**src/rtl/rec_pkg.sv**
```systemverilog
// Shared constants and types for the note recorder and the staff renderer.
package rec_pkg;

  localparam int unsigned SLOTS        = 160;
  localparam int unsigned NOTE_W       = 6;
  localparam int unsigned PERIOD_W     = 27;
  localparam int unsigned SLOT_W       = 8;

  // Note word layout: bit 5 = sounding, bits 4:0 = pitch index.
  localparam int unsigned SOUND_BIT    = 5;
  localparam int unsigned PITCH_LSB    = 0;
  localparam int unsigned PITCH_W      = 5;

  localparam logic [NOTE_W-1:0] REST   = '0;

  typedef enum logic [1:0] {
    ST_IDLE    = 2'd0,
    ST_COUNTIN = 2'd1,
    ST_RECORD  = 2'd2,
    ST_DONE    = 2'd3
  } rec_state_e;

  typedef struct packed {
    logic               sounding;
    logic [PITCH_W-1:0] pitch;
  } note_t;

  function automatic logic [NOTE_W-1:0] make_note(input logic [PITCH_W-1:0] pitch);
    note_t n;
    n.sounding = 1'b1;
    n.pitch    = pitch;
    return NOTE_W'(n);
  endfunction

  function automatic logic is_sounding(input logic [NOTE_W-1:0] word);
    return word[SOUND_BIT];
  endfunction

endpackage

```
**src/rtl/eighth_timer.sv**
```systemverilog
// Eighth-note timebase: counts 0..period-1, flags the last cycle, tracks eighth parity.
module eighth_timer
  import rec_pkg::*;
(
  input  logic                clk,
  input  logic                rst_n,
  input  logic                clear,
  input  logic                run,
  input  logic [PERIOD_W-1:0] period,
  output logic                tick_c,
  output logic                parity
);

  logic [PERIOD_W-1:0] cnt_q;

  assign tick_c = run && (cnt_q == (period - PERIOD_W'(1)));

  // parity is the parity of the eighth currently being timed (0 = even)
  always_ff @(posedge clk or negedge rst_n) begin
    if (!rst_n) begin
      cnt_q  <= '0;
      parity <= 1'b0;
    end else if (clear) begin
      cnt_q  <= '0;
      parity <= 1'b0;
    end else if (tick_c) begin
      cnt_q  <= '0;
      parity <= ~parity;
    end else if (run) begin
      cnt_q  <= cnt_q + PERIOD_W'(1);
    end
  end

endmodule

```
**src/rtl/note_recorder.sv**
```systemverilog
// Records detected notes into an eighth-note score after a one-measure count-in.
module note_recorder #(
  parameter int unsigned SLOTS           = rec_pkg::SLOTS,
  parameter int unsigned NOTE_W          = rec_pkg::NOTE_W,
  parameter int unsigned COUNTIN_EIGHTHS = 8
) (
  input  logic                    clk_in,
  input  logic                    rst_in,
  input  logic                    start_in,
  input  logic                    stop_in,
  input  logic [26:0]             period_in,
  input  logic                    note_valid_in,
  input  logic [NOTE_W-1:0]       note_in,
  output logic [SLOTS*NOTE_W-1:0] notes_out,
  output logic [7:0]              slot_out,
  output logic                    click_out,
  output logic [1:0]              state_out,
  output logic                    done_out
);

  import rec_pkg::*;

  localparam int unsigned CIN_W = (COUNTIN_EIGHTHS > 1) ? $clog2(COUNTIN_EIGHTHS) : 1;
  localparam logic [CIN_W-1:0]  CIN_LAST  = CIN_W'(COUNTIN_EIGHTHS - 1);
  localparam logic [SLOT_W-1:0] SLOT_LAST = SLOT_W'(SLOTS - 1);
  localparam logic [NOTE_W-1:0] NOTE_REST = NOTE_W'(REST);

  rec_state_e             state_q;
  logic [SLOTS*NOTE_W-1:0] notes_q;
  logic [SLOT_W-1:0]      slot_q;
  logic [PERIOD_W-1:0]    period_q;
  logic [CIN_W-1:0]       cin_q;
  logic [NOTE_W-1:0]      cap_q;
  logic                   click_q;
  logic                   done_q;

  logic                   run_c;
  logic                   tick_c;
  logic                   parity;
  logic [NOTE_W-1:0]      slot_word_c;

  assign run_c = (state_q == ST_COUNTIN) || (state_q == ST_RECORD);

  eighth_timer u_timer (
    .clk    (clk_in),
    .rst_n  (rst_in),
    .clear  (start_in),
    .run    (run_c),
    .period (period_q),
    .tick_c (tick_c),
    .parity (parity)
  );

  // A strobe on the closing tick still belongs to this window.
  assign slot_word_c = note_valid_in ? note_in : cap_q;

  // Main sequencer; start_in overrides everything, then stop_in, then tick.
  always_ff @(posedge clk_in or negedge rst_in) begin
    if (!rst_in) begin
      state_q  <= ST_IDLE;
      notes_q  <= '0;
      slot_q   <= '0;
      period_q <= '0;
      cin_q    <= '0;
      cap_q    <= NOTE_REST;
      click_q  <= 1'b0;
      done_q   <= 1'b0;
    end else begin
      click_q <= 1'b0;
      done_q  <= 1'b0;
      if (start_in) begin
        state_q  <= ST_COUNTIN;
        notes_q  <= '0;
        slot_q   <= '0;
        period_q <= period_in;
        cin_q    <= '0;
        cap_q    <= NOTE_REST;
        click_q  <= 1'b1;
      end else begin
        unique case (state_q)
          ST_IDLE: begin
            cap_q <= NOTE_REST;
          end
          ST_COUNTIN: begin
            if (stop_in) begin
              state_q <= ST_IDLE;
              notes_q <= '0;
            end else if (tick_c) begin
              // a click starts every even eighth, i.e. after an odd one closes
              click_q <= parity;
              if (cin_q == CIN_LAST) begin
                state_q <= ST_RECORD;
                slot_q  <= '0;
                cap_q   <= NOTE_REST;
              end else begin
                cin_q <= cin_q + CIN_W'(1);
              end
            end
          end
          ST_RECORD: begin
            if (stop_in) begin
              state_q <= ST_DONE;
              done_q  <= 1'b1;
              cap_q   <= NOTE_REST;
            end else if (tick_c) begin
              notes_q[32'(slot_q)*NOTE_W +: NOTE_W] <= slot_word_c;
              cap_q <= NOTE_REST;
              if (slot_q == SLOT_LAST) begin
                state_q <= ST_DONE;
                done_q  <= 1'b1;
              end else begin
                slot_q  <= slot_q + SLOT_W'(1);
                click_q <= parity;
              end
            end else if (note_valid_in) begin
              cap_q <= note_in;
            end
          end
          ST_DONE: begin
            cap_q <= NOTE_REST;
          end
          default: begin
            state_q <= ST_IDLE;
          end
        endcase
      end
    end
  end

  assign notes_out = notes_q;
  assign slot_out  = slot_q;
  assign click_out = click_q;
  assign state_out = 2'(state_q);
  assign done_out  = done_q;

endmodule

```
**config.mk**
```make
export PLATFORM = sky130hd
export DESIGN_NAME = note_recorder
export DESIGN_NICKNAME = d
export VERILOG_FILES = /design/src/rtl/rec_pkg.sv /design/src/rtl/eighth_timer.sv /design/src/rtl/note_recorder.sv
export SDC_FILE = /design/constraint.sdc
export NUM_CORES = 2
export LEC_CHECK = 0
export ABC_AREA = 1
export CELL_PAD_IN_SITES_DETAIL_PLACEMENT = 2
export CELL_PAD_IN_SITES_GLOBAL_PLACEMENT = 2
export CORE_MARGIN = 5
export CORE_UTILIZATION = 27
export CTS_CLUSTER_DIAMETER = 60
export CTS_CLUSTER_SIZE = 12
export DETAILED_ROUTE_END_ITERATION = 8
export GPL_ROUTABILITY_DRIVEN = 0
export PLACE_DENSITY_LB_ADDON = 0.1
export SETUP_SLACK_MARGIN = 0.2
export SLEW_MARGIN = 15
export SYNTH_ARGS = -nofsm -noshare
export SYNTH_HDL_FRONTEND = slang
export SYNTH_SLANG_ARGS = --single-unit
```
**constraint.sdc**
```tcl
create_clock -name clk_in -period 4.3 [get_ports clk_in]
set_clock_uncertainty 0.2 [all_clocks]
set_input_delay 0.43 -clock clk_in [delete_from_list [all_inputs] [get_ports clk_in]]
set_output_delay 0.43 -clock clk_in [all_outputs]
set_load 0.01 [all_outputs]
```
==> run_summary.xml <==
<?xml version="1.0" encoding="UTF-8"?>
<metrics>
  <group name="run_status">
    <metric name="outcome" unit="">completed</metric>
  </group>
  <group name="finish">
    <metric name="areaGrowthSynthToFinish" unit="%">42.2</metric>
    <metric name="final-instance-count-excl-fill" unit="">11600</metric>
    <metric name="area.sequential" unit="um^2">25900</metric>
    <metric name="layout_commonest_cell" unit="">sky130_fd_sc_hd__nand2_1</metric>
    <metric name="most_frequent_cells_in_the_layout" unit="">sky130_fd_sc_hd__nand2_1 (2473), sky130_fd_sc_hd__dfrtp_1 (1028), sky130_fd_sc_hd__nand3_1 (1021), sky130_fd_sc_hd__clkdlybuf4s50_1 (1007), sky130_fd_sc_hd__nor2_1 (649)</metric>
    <metric name="layout-drive-gt1-share" unit="%">12.6</metric>
    <metric name="combined_area_of_the_multi_input_logic_cells" unit="um^2">26300</metric>
    <metric name="filler_cell_count" unit="">22800</metric>
    <metric name="final_nets" unit="">8905</metric>
  </group>
  <group name="setup_path">
    <metric name="rr_worst_depth" unit="">18</metric>
    <metric name="setup.worst_path.end_class" unit="">flop</metric>
    <metric name="rr_startpoint" unit="">slot_out[5]</metric>
    <metric name="worstPathMaxFanout" unit="">8</metric>
    <metric name="worstSetupPathType" unit="">reg2reg</metric>
    <metric name="worst_r2r_endpoint" unit="">notes_out[312]</metric>
    <metric name="crit_path_required_time" unit="ns">4.81</metric>
    <metric name="critPathLaunchType" unit="">flop</metric>
    <metric name="crit_arrival" unit="ns">4.62</metric>
    <metric name="r2r_setup_slack" unit="ns">0.20</metric>
  </group>
  <group name="timing">
    <metric name="timing.final.crit_share" unit="%">95.4</metric>
    <metric name="count_of_final_hold_check_violations" unit="">0</metric>
    <metric name="setup-violations-final" unit="">0</metric>
    <metric name="maxSlewViolCount" unit="">0</metric>
    <metric name="timing.fmax" unit="MHz">244</metric>
    <metric name="slew_headroom" unit="%">28.0</metric>
    <metric name="final_worst_path_period_need" unit="ns">4.10</metric>
    <metric name="unrepaired_setup_endpoints_after_global_routing" unit="">yes</metric>
    <metric name="tns_setup" unit="ns">0</metric>
    <metric name="worst_hold_slack" unit="ns">0.269</metric>
    <metric name="fin_ws" unit="ns">0.196</metric>
    <metric name="worstMarginPinSlew" unit="ns">1.08</metric>
  </group>
  <group name="clocking">
    <metric name="clock_tree.htree_level_count" unit="">4</metric>
    <metric name="cts.sinks" unit="">1036</metric>
    <metric name="cts_tree" unit="">built</metric>
    <metric name="cts.reportedPaths.clkPinSlew" unit="ns">0.06</metric>
    <metric name="clock_root_buffer" unit="">sky130_fd_sc_hd__clkbuf_16</metric>
    <metric name="cts_made_buffers" unit="">138</metric>
    <metric name="ctsLongestPathBuffers" unit="">3</metric>
    <metric name="clock_latency_on_the_worst_skew_pair" unit="ns">0.82</metric>
  </group>
  <group name="logic_synthesis">
    <metric name="synth_async_sr_flop_share" unit="%">100</metric>
    <metric name="synth-main-ff-cell" unit="">sky130_fd_sc_hd__dfrtp_1</metric>
    <metric name="yosysUniqueCellTypes" unit="">45</metric>
    <metric name="synth-seq-cells" unit="">1036</metric>
    <metric name="mappedNetlistArea" unit="um^2">54600</metric>
    <metric name="synth_top_cell_area_share" unit="%">47.5</metric>
    <metric name="yosys.area.top_type" unit="">sky130_fd_sc_hd__dfrtp_1</metric>
    <metric name="syn_area_per_cell" unit="um^2">7.22</metric>
    <metric name="synthesis.yosys.warnings" unit="">0</metric>
    <metric name="cell_count_after_synthesis" unit="">7568</metric>
    <metric name="yosysSeqAreaShare" unit="%">47.5</metric>
    <metric name="synth_edf_count" unit="">0</metric>
    <metric name="synth_area_leaders" unit="">sky130_fd_sc_hd__dfrtp_1 (47%), sky130_fd_sc_hd__nand2_1 (17%), sky130_fd_sc_hd__nand3_1 (9.6%), sky130_fd_sc_hd__o21ai_0 (5.8%), sky130_fd_sc_hd__nor2_1 (5.4%)</metric>
    <metric name="syn_nets" unit="">7625</metric>
  </group>
  <group name="grt">
    <metric name="gr_usage_total" unit="%">33.9</metric>
    <metric name="antenna_found_initial" unit="">5</metric>
    <metric name="globalRoute.totalOverflow" unit="">0</metric>
    <metric name="grt_pass1_vias" unit="">67300</metric>
    <metric name="global_route_wire_length_before_repair" unit="mm">516</metric>
    <metric name="maximum_number_of_pins_on_one_net_before_global_route_repair" unit="">132</metric>
  </group>
  <group name="floorplan">
    <metric name="initial_core_util" unit="%">27.1</metric>
    <metric name="die_height" unit="um">460</metric>
    <metric name="row_count" unit="">165</metric>
    <metric name="fp.dieW" unit="um">460</metric>
    <metric name="io_pins" unit="">1010</metric>
    <metric name="die_area" unit="um^2">211000</metric>
    <metric name="fp.coreArea" unit="um^2">202000</metric>
  </group>
  <group name="routing">
    <metric name="dr_total_vias" unit="">62700</metric>
    <metric name="wl" unit="mm">372</metric>
    <metric name="routed_wire_length_per_instance" unit="um">32.0</metric>
    <metric name="ant_nets" unit="">0</metric>
    <metric name="drt_drc_violations_left" unit="">0</metric>
    <metric name="dr.first_iter.drc_count" unit="">4087</metric>
    <metric name="detailedRoute.firstPassIterationCount" unit="">5</metric>
    <metric name="vias_per_cell" unit="">5.39</metric>
  </group>
  <group name="worst_hold_path">
    <metric name="hold_path.startpoint" unit="">notes_out[325]</metric>
    <metric name="hold_end" unit="">notes_out[325]</metric>
    <metric name="hp-class" unit="">reg2reg</metric>
    <metric name="min_delay_path_depth" unit="">2</metric>
  </group>
  <group name="pwr">
    <metric name="worst_voltage_drop_across_the_vdd_grid" unit="mV">0.485</metric>
    <metric name="report.power.total" unit="uW">40100</metric>
    <metric name="static-leakage-power" unit="uW">0.0355</metric>
    <metric name="pwr_cell_area" unit="nW/um^2">516</metric>
  </group>
  <group name="flow_run">
    <metric name="max-cap-violations" unit="">0</metric>
  </group>
  <group name="placement">
    <metric name="dpl.cell_count" unit="">11300</metric>
    <metric name="post-place-ws" unit="ns">-0.280</metric>
    <metric name="buffer_ports.inserted" unit="">1009</metric>
    <metric name="hpwl" unit="mm">280</metric>
  </group>
</metrics>
==> per-stage QoR <==
step | util (%) | instance area [um^2]
6_report | 38.5 | 77700
3_3_place_gp | 35.2 | 70900
2_1_floorplan | - | 54600
5_1_grt | 38.5 | 77700
3_5_place_dp | 35.2 | 70900
4_1_cts | 38.0 | 76600
==> cells by family after synthesis <==
family                   share of synthesized area (%)
flip-flops                                        47.5
XOR/XNOR                                         0.660
AO/OA/AOI/OAI                                     7.91
AND/OR/NAND/NOR                                   37.1
adder cells (fa/ha/maj)                          0.435
buffers and inverters                             6.40
==> sequential cells by signal (all words and copies together) (netlist names) <==
name,count
cap_q,6
u_timer.parity,1
notes_out,960
state_out,2
slot_out,8
done_out,1
period_q,27
cin_q,3
u_timer.cnt_q,27
click_out,1
==> power by group <==
part / internal, uW / switching [uW] / total [uW]
sequential: 9870 / 124 / 9990
combinational: 4230 / 13600 / 17800
clock: 7130 / 5130 / 12300
==> routing by layer <==
layer | track usage [%] | vias to the layer above | wire, um
li1 | - | 27400 | -
met1 | 41.2 | 32700 | 150000
met2 | 56.5 | 2068 | 175000
met3 | 6.80 | 605 | 23700
met4 | 18.5 | 0 | 24100
met5 | 0 | - | 0
==> synthesized netlist by cell type (2+ instances only) <==
cell type                  count
sky130_fd_sc_hd__a21oi_1      18
sky130_fd_sc_hd__a21oi_2       2
sky130_fd_sc_hd__and2_1        6
sky130_fd_sc_hd__buf_1        55
sky130_fd_sc_hd__buf_2       145
sky130_fd_sc_hd__buf_4        23
sky130_fd_sc_hd__buf_6         7
sky130_fd_sc_hd__clkbuf_1    197
sky130_fd_sc_hd__dfrtp_1    1036
sky130_fd_sc_hd__ha_1         19
sky130_fd_sc_hd__inv_1       393
sky130_fd_sc_hd__inv_2        25
sky130_fd_sc_hd__nand2_1    2512
sky130_fd_sc_hd__nand2_2       8
sky130_fd_sc_hd__nand3_1    1044
sky130_fd_sc_hd__nand3_2       2
sky130_fd_sc_hd__nand3b_1      4
sky130_fd_sc_hd__nand4_1     193
sky130_fd_sc_hd__nor2_1      785
sky130_fd_sc_hd__nor2_2       25
sky130_fd_sc_hd__nor2_4       12
sky130_fd_sc_hd__nor3_1      134
sky130_fd_sc_hd__nor3_2        4
sky130_fd_sc_hd__nor3b_1       7
sky130_fd_sc_hd__nor4_1       29
sky130_fd_sc_hd__o21a_1        3
sky130_fd_sc_hd__o21ai_0     638
sky130_fd_sc_hd__o21ai_1     172
sky130_fd_sc_hd__o21bai_1      3
sky130_fd_sc_hd__o22ai_1       9
sky130_fd_sc_hd__o31ai_1       2
sky130_fd_sc_hd__o32ai_1       2
sky130_fd_sc_hd__or2_2         6
sky130_fd_sc_hd__xnor2_1      10
sky130_fd_sc_hd__xor2_1       28
==> layout make-up <==
| class | count | area share [%] |
|---|---|---|
| Antenna cell | 6 | 0.0193 |
| Clock buffer | 179 | 5.02 |
| Clock inverter | 71 | 1.01 |
| Inverter | 419 | 2.13 |
| Multi-Input combinational cell | 5686 | 33.9 |
| Sequential cell | 1036 | 33.4 |
| Tap cell | 2672 | 4.30 |
| Timing Repair Buffer | 1566 | 20.2 |
| Timing Repair inverter | 1 | 0.0113 |
==> worst max-delay path by stage <==
stage	slack, ns	endpoint	cells past startpoint	start
2_1_floorplan	0.21	notes_out[251]	22	slot_out[0]
3_3_place_gp	-0.16	notes_out[799]	20	slot_out[1]
3_5_place_dp	-0.28	notes_out[799]	20	slot_out[1]
4_1_cts	0.18	notes_out[14]	24	slot_out[5]
5_1_grt	0.09	notes_out[603]	21	slot_out[6]
6_report	0.20	notes_out[312]	18	slot_out[5]
==> critical path, stage by stage (launching register included) <==
cell	delay (ns)
sky130_fd_sc_hd__dfrtp_1	0.41
sky130_fd_sc_hd__buf_4	0.16
sky130_fd_sc_hd__ha_4	0.25
sky130_fd_sc_hd__inv_2	0.10
sky130_fd_sc_hd__nor2_2	0.05
sky130_fd_sc_hd__a21oi_1	0.26
sky130_fd_sc_hd__nand3_1	0.17
sky130_fd_sc_hd__nand2_4	0.15
sky130_fd_sc_hd__nor2_1	0.10
sky130_fd_sc_hd__nand2_2	0.17
sky130_fd_sc_hd__buf_6	0.17
sky130_fd_sc_hd__nand2_1	0.07
sky130_fd_sc_hd__o22ai_2	0.30
sky130_fd_sc_hd__inv_1	0.18
sky130_fd_sc_hd__nor2_1	0.22
sky130_fd_sc_hd__nand2_1	0.21
sky130_fd_sc_hd__nor2_1	0.38
sky130_fd_sc_hd__nand3_1	0.18
sky130_fd_sc_hd__o21ai_0	0.25
==> what timing repair did <==
action,CTS,global route
buffers inserted,12,30
gates cloned,1,7
gates resized for setup,160,231
endpoints found under the setup margin,721,958
pin swaps,8,31
hold buffers,31,0
hold endpoints to repair,369,0
Note: power is estimated with default switching activity, not from simulation.
